[src/rtl/vga_timing_gen.sv]
// VGA raster timing generator.
// Free-running pixel/line counters, sync and display-enable strobes derived
// from them, and a per-signal shift register that delays hs/vs/blank by
// PIPE_DLY cycles so they line up with a downstream renderer's latency.
// DrawX/DrawY, frame_start and frame_count are not delayed.
module vga_timing_gen #(
  parameter int H_ACTIVE = 640,
  parameter int H_FP     = 16,
  parameter int H_SYNC   = 96,
  parameter int H_BP     = 48,
  parameter int V_ACTIVE = 480,
  parameter int V_FP     = 10,
  parameter int V_SYNC   = 2,
  parameter int V_BP     = 33,
  parameter int PIPE_DLY = 2
) (
  input  logic       vga_clk,
  input  logic       reset,
  output logic [9:0] DrawX,
  output logic [9:0] DrawY,
  output logic       hs,
  output logic       vs,
  output logic       blank,
  output logic       frame_start,
  output logic [7:0] frame_count
);

  localparam int H_TOTAL = H_ACTIVE + H_FP + H_SYNC + H_BP;
  localparam int V_TOTAL = V_ACTIVE + V_FP + V_SYNC + V_BP;

  localparam logic [9:0] H_LAST   = 10'(H_TOTAL - 1);
  localparam logic [9:0] V_LAST   = 10'(V_TOTAL - 1);
  localparam logic [9:0] H_VIS    = 10'(H_ACTIVE);
  localparam logic [9:0] V_VIS    = 10'(V_ACTIVE);
  localparam logic [9:0] HS_START = 10'(H_ACTIVE + H_FP);
  localparam logic [9:0] HS_END   = 10'(H_ACTIVE + H_FP + H_SYNC);
  localparam logic [9:0] VS_START = 10'(V_ACTIVE + V_FP);
  localparam logic [9:0] VS_END   = 10'(V_ACTIVE + V_FP + V_SYNC);

  logic x_wrap;
  logic y_wrap;
  logic frame_wrap;
  logic hs_raw;
  logic vs_raw;
  logic blank_raw;

  assign x_wrap     = (DrawX == H_LAST);
  assign y_wrap     = (DrawY == V_LAST);
  assign frame_wrap = x_wrap & y_wrap;

  // Pixel and line counters; the line advances only when the pixel count wraps.
  always_ff @(posedge vga_clk or posedge reset) begin
    if (reset) begin
      DrawX <= '0;
      DrawY <= '0;
    end else begin
      if (x_wrap) begin
        DrawX <= '0;
        DrawY <= y_wrap ? 10'd0 : DrawY + 10'd1;
      end else begin
        DrawX <= DrawX + 10'd1;
      end
    end
  end

  // Frame marker is registered on the wrap edge, so the reset-held (0,0)
  // state never produces a pulse; the frame counter advances on that same edge.
  always_ff @(posedge vga_clk or posedge reset) begin
    if (reset) begin
      frame_start <= 1'b0;
      frame_count <= '0;
    end else begin
      frame_start <= frame_wrap;
      if (frame_wrap) begin
        frame_count <= frame_count + 8'd1;
      end
    end
  end

  // Undelayed strobes decoded from the current counter state.
  always_comb begin
    hs_raw    = ~((DrawX >= HS_START) && (DrawX < HS_END));
    vs_raw    = ~((DrawY >= VS_START) && (DrawY < VS_END));
    blank_raw = (DrawX < H_VIS) && (DrawY < V_VIS);
  end

  generate
    if (PIPE_DLY == 0) begin : g_nodly
      // Without delay stages, reset must still force the idle levels directly.
      assign hs    = hs_raw | reset;
      assign vs    = vs_raw | reset;
      assign blank = blank_raw & ~reset;
    end else begin : g_dly
      logic [PIPE_DLY-1:0] hs_pipe;
      logic [PIPE_DLY-1:0] vs_pipe;
      logic [PIPE_DLY-1:0] blank_pipe;

      // Delay line per strobe; reset flushes in-flight contents to idle levels.
      always_ff @(posedge vga_clk or posedge reset) begin
        if (reset) begin
          hs_pipe    <= '1;
          vs_pipe    <= '1;
          blank_pipe <= '0;
        end else begin
          hs_pipe[0]    <= hs_raw;
          vs_pipe[0]    <= vs_raw;
          blank_pipe[0] <= blank_raw;
          for (int i = 1; i < PIPE_DLY; i++) begin
            hs_pipe[i]    <= hs_pipe[i-1];
            vs_pipe[i]    <= vs_pipe[i-1];
            blank_pipe[i] <= blank_pipe[i-1];
          end
        end
      end

      assign hs    = hs_pipe[PIPE_DLY-1];
      assign vs    = vs_pipe[PIPE_DLY-1];
      assign blank = blank_pipe[PIPE_DLY-1];
    end
  endgenerate

endmodule

[config.mk]
export PLATFORM = sky130hd
export DESIGN_NAME = vga_timing_gen
export DESIGN_NICKNAME = d
export VERILOG_FILES = /design/src/rtl/vga_timing_gen.sv
export SDC_FILE = /design/constraint.sdc
export NUM_CORES = 1
export LEC_CHECK = 0
export ABC_AREA = 0
export CORE_ASPECT_RATIO = 0.9
export CORE_UTILIZATION = 50
export CTS_CLUSTER_DIAMETER = 150
export CTS_CLUSTER_SIZE = 8
export DETAILED_ROUTE_END_ITERATION = 7
export PLACE_DENSITY_LB_ADDON = 0.12
export SLEW_MARGIN = 30
export SYNTH_ARGS = -nofsm -noshare
export SYNTH_HDL_FRONTEND = slang
export SYNTH_SLANG_ARGS = --single-unit
[constraint.sdc]
create_clock -name vga_clk -period 2.4 [get_ports vga_clk]
set_input_delay 0.24 -clock vga_clk [delete_from_list [all_inputs] [get_ports vga_clk]]
set_output_delay 0.24 -clock vga_clk [all_outputs]
set_load 0.05 [all_outputs]
# After elaboration in Yosys (flattened, before gate mapping)
# Cells that the tools add are included.
totals:
  register_bits: 35
  in_bits: 2
  out_inout_bits: 32
  elab_cells: 26
classes:
  add_sub_neg: 3
  n_lt_le_gt_ge: 6
  eq_ne: 2
  muxes: 2
  n_bitwise: 3
  reduce_logical: 3
op_table:
  columns: ["op", "count"]
  rows:
  - ["10-bit by 1-bit adder with 10-bit output, second input constant", 2]
  - ["10-bit == test, second input constant", 2]
  - ["10-bit < comparator, second input constant", 2]
  - ["10-bit by 9-bit < comparator with 1-bit output, second input constant", 2]
  - ["10-bit 2-to-1 mux", 2]
  - ["10-bit >= comparator, second input constant", 1]
  - ["10-bit by 9-bit >= comparator with 1-bit output, second input constant", 1]
  - ["8-bit by 1-bit adder with 8-bit output, second input constant", 1]
  - ["1-bit logical AND", 3]
  - ["1-bit NOT", 2]
  - ["1-bit bitwise AND", 1]

# Longest topological paths before layout
depth:
  word_depth: 3
  depth_mapped: 7
  ltp_nobuf: 6

# Worst setup path after synthesis
# OpenSTA, ideal clock, no wires.
synth_timing:
  path_kind: "register to register"
  startpoint: "register DrawY[0]"
  endpoint: "register frame_count[5]"
  setup_ns: 0.140
  arrival_ns: 2.332
  t_required_ns: 2.260
  slack_ns: -0.072
  stages_incl_launch_ff: 8
  n_path_buf: 1
  period_less_slack_ns: 2.472
  cell_sequence: "dfrtp_1 inv_1 ha_1 nand4_1 or4_1 clkbuf_1 or4_4 xnor2_2"
synth_via:
  elab_chain_len: 2
synth_rtl:
  columns: ["item", "line_no", "source"]
  rows:
  - ["start: declaration", "20", "output logic [9:0] DrawY,"]
  - ["start signal: assignment", "59", "DrawY <= y_wrap ? 10'd0 : DrawY + 10'd1;"]
  - ["10-bit == test", "48", "assign y_wrap = (DrawY == V_LAST);"]
  - ["1-bit bitwise AND", "49", "assign frame_wrap = x_wrap & y_wrap;"]
  - ["end signal: assignment", "75", "frame_count <= frame_count + 8'd1;"]
  - ["end: declaration", "25", "output logic [7:0] frame_count"]
# No other way between the ends.
# A chain may end at the register's enable or synchronous reset.

# Worst setup path in the final report
# Same ends and word-level chain as after synthesis.

==> flow_summary.json <==
{
  "nNetsFinal": 193,
  "yosysSeqAreaShare": 0.549,
  "cts_buffers": 5,
  "grt_pass1_vias": 1195,
  "num_vias": 1191,
  "cts_max_path_buffers": 2,
  "via_per_inst": 5.22,
  "syn_area_sq_mm": 0.00161,
  "hold_path_class": "in -> async",
  "startpoint_type": "flop",
  "synth_top_area_frac": 0.483,
  "p_total_uw": 907,
  "drv_cap": 0,
  "fin_crit_sh": 0.951,
  "cts_sinks": 35,
  "gr-total-overflow": 0,
  "final_cell_area_sq_mm": 0.00208,
  "wire_per_inst_um": 14.0,
  "holdBufCountCts": 0,
  "htree_levels": 2,
  "clk_latency_ps": 340,
  "worst_pin_slew_ps": 549,
  "critical_path.startpoint": "DrawY[0]$_DFFE_PP0N_",
  "regToRegStartpoint": "DrawY[0]$_DFFE_PP0N_",
  "syn-num-nets": 148,
  "core_sq_mm": 0.00307,
  "gr-usage-all-layers": 0.220,
  "fin_worst_skew_ps": 8.76,
  "hpwl_um": 2300,
  "final_util": 0.679,
  "layout_setup_ws_ps": 117,
  "crit_required_ps": 2630,
  "critPathSlowestCell": "or4_1",
  "place_congestion": 0.881,
  "dpl_cell_area_sq_mm": 0.00203,
  "initial_utilization": 0.523,
  "fin_setup_tns_ps": 0,
  "cts_setup_buffers": 0,
  "max_stage_delay_ps": 610,
  "p_leak_nw": 0.918,
  "io_pins": 34,
  "grt_max_degree": 36,
  "relSlewSlack": 0.631,
  "drive_above_1_share": 0.151,
  "ys_ff_latch": 35,
  "drt_iter0_markers": 56,
  "ys_top_cells_by_area": "dfrtp_1, dfstp_2, xor2_1",
  "ant_nets": 0,
  "synth_warnings": 0,
  "cp.arrival_ps": 2510,
  "crit_chain": "inv_1 > ha_1 > nand4_1 > or4_1 > or4_4 > xnor2_2",
  "finalSetupViolations": 0,
  "cp-end-kind": "flop",
  "postSynthAreaPerCell_sq_um": 11.5,
  "fmax_ghz": 0.438,
  "fin_crit_ps": 2280,
  "synth.distinct_cells": 37,
  "grt_setup_unrepaired": "false",
  "ir_drop_uv": 354,
  "dp_slack_ps": 154,
  "rows": 19,
  "status": "finished, final reports clean",
  "routed_wl_um": 3190,
  "worstPathMaxFanout": 6,
  "worstSetupPathType": "reg -> reg",
  "die_y_um": 55.8,
  "dieArea_sq_mm": 0.00344,
  "drv_slew": 0,
  "fp.dieW_um": 61.7,
  "synthToLayoutAreaGrowth_pct": 29.7,
  "grt_pass1_wl_um": 5520,
  "cts_resized": 0,
  "clk_pin_slew_ps": 100,
  "drtPass1Iterations": 4,
  "hold_viol": 0,
  "n_antenna_cell": 0,
  "syn_inst": 140,
  "port_buffers": 33,
  "root_buffer": "clkbuf_4",
  "place_inst": 220,
  "cts_tree": "done",
  "hold_slack_ps": 292,
  "antenna_found_initial": 0,
  "fin_cells": 228,
  "route.detailed.drc": 0,
  "netlist.top_cell.by_area": "dfrtp_1",
  "power.density_mw_per_mm2": 436
}
## power by group
part | total (mW) | internal, mW | switching, mW
registers | 0.590 | 0.590 | 0
logic | 0.0135 | 0.00261 | 0.0109
clock network | 0.304 | 0.114 | 0.190
total | 0.907 | 0.706 | 0.201
## cell type report
type / instances / area (sq um)
Fill cell: 254 / 985
Sequential cell: 35 / 885
Multi-Input combinational cell: 97 / 686
Timing Repair Buffer: 41 / 390
Tap cell: 42 / 52.6
Clock buffer: 7 / 45.0
Inverter: 5 / 18.8
Clock inverter: 1 / 5.00
## layer usage
layer / part of all wire / GRT usage / wire, um / vias to the layer above
li1: - / - / - / 586
met1: 0.49 / 0.316 / 1550 / 570
met2: 0.45 / 0.316 / 1430 / 30
met3: 0.052 / 0.0721 / 166 / 5
met4: 0.014 / 0.0667 / 46 / 0
met5: 0 / 0 / 0 / -
## sequential cells by signal, indices dropped and copies added (netlist names)
signal	count
DrawX	10
DrawY	10
frame_count	8
frame_start	1
g_dly.blank_pipe	2
g_dly.hs_pipe	2
g_dly.vs_pipe	2
## cells in the final DEF (no fill, tap or decap), types with 4 or more instances in the layout
cell type and count:
buf_4 8, clkbuf_4 5, clkdlybuf4s50_1 33, dfrtp_1 28, dfstp_2 4, ha_1 6, inv_1 5, nand2_1 8
nand3_1 11, nand4_1 7, nor2_1 6, nor3_1 5, o21ai_0 6, xnor2_1 8, xor2_1 9
## worst paths after layout
path                                            endpoint  slack [ps]  depth (start not counted)
max                           frame_count[5]$_DFFE_PP0P_         120                          6
min in group vga_clk       g_dly.blank_pipe[1]$_DFF_PP0_         360                          0
max reg2reg                   frame_count[5]$_DFFE_PP0P_         120                          6
min                                 DrawY[4]$_DFFE_PP0N_         290                          3
min reg2reg                g_dly.blank_pipe[1]$_DFF_PP0_         360                          0
max in group asynchronous     g_dly.vs_pipe[0]$_DFF_PP1_        1780                          3
## Yosys cell counts, drive strengths merged
library cell and instances:
nand3 11, and3 4, inv 5, nand4 7, dfrtp 31, buf 2, o211ai 1, mux2 1
o21ai 6, or4 3, a21boi 1, xnor2 9, a2bb2oi 1, o31ai 1, o21a 2, or3 4
nor4 2, or4b 1, clkbuf 1, and4 2, nor2 6, ha 6, mux2i 1, nand2 8
and2 2, nor4b 1, nor3 5, dfstp 4, xor2 9, nor3b 1, a21oi 2
## cell families after synthesis
kind of cell,count (synthesis),share of synthesized area
AND/OR/NAND/NOR,57,0.210
flip-flops,35,0.549
XOR/XNOR,18,0.103
AO/OA/AOI/OAI,14,0.0538
buffers and inverters,8,0.0242
adder cells (fa/ha/maj),6,0.0468
multiplexers,2,0.0132
## critical path, delay by kind of cell, from the launching register on
family | cells | cell delay, ps
xor+xnor | 1 | 150
fa+ha+maj | 1 | 170
buf+inv | 1 | 130
flops | 1 | 440
simple gates | 3 | 1300
Power figures use the tool's default switching activity.
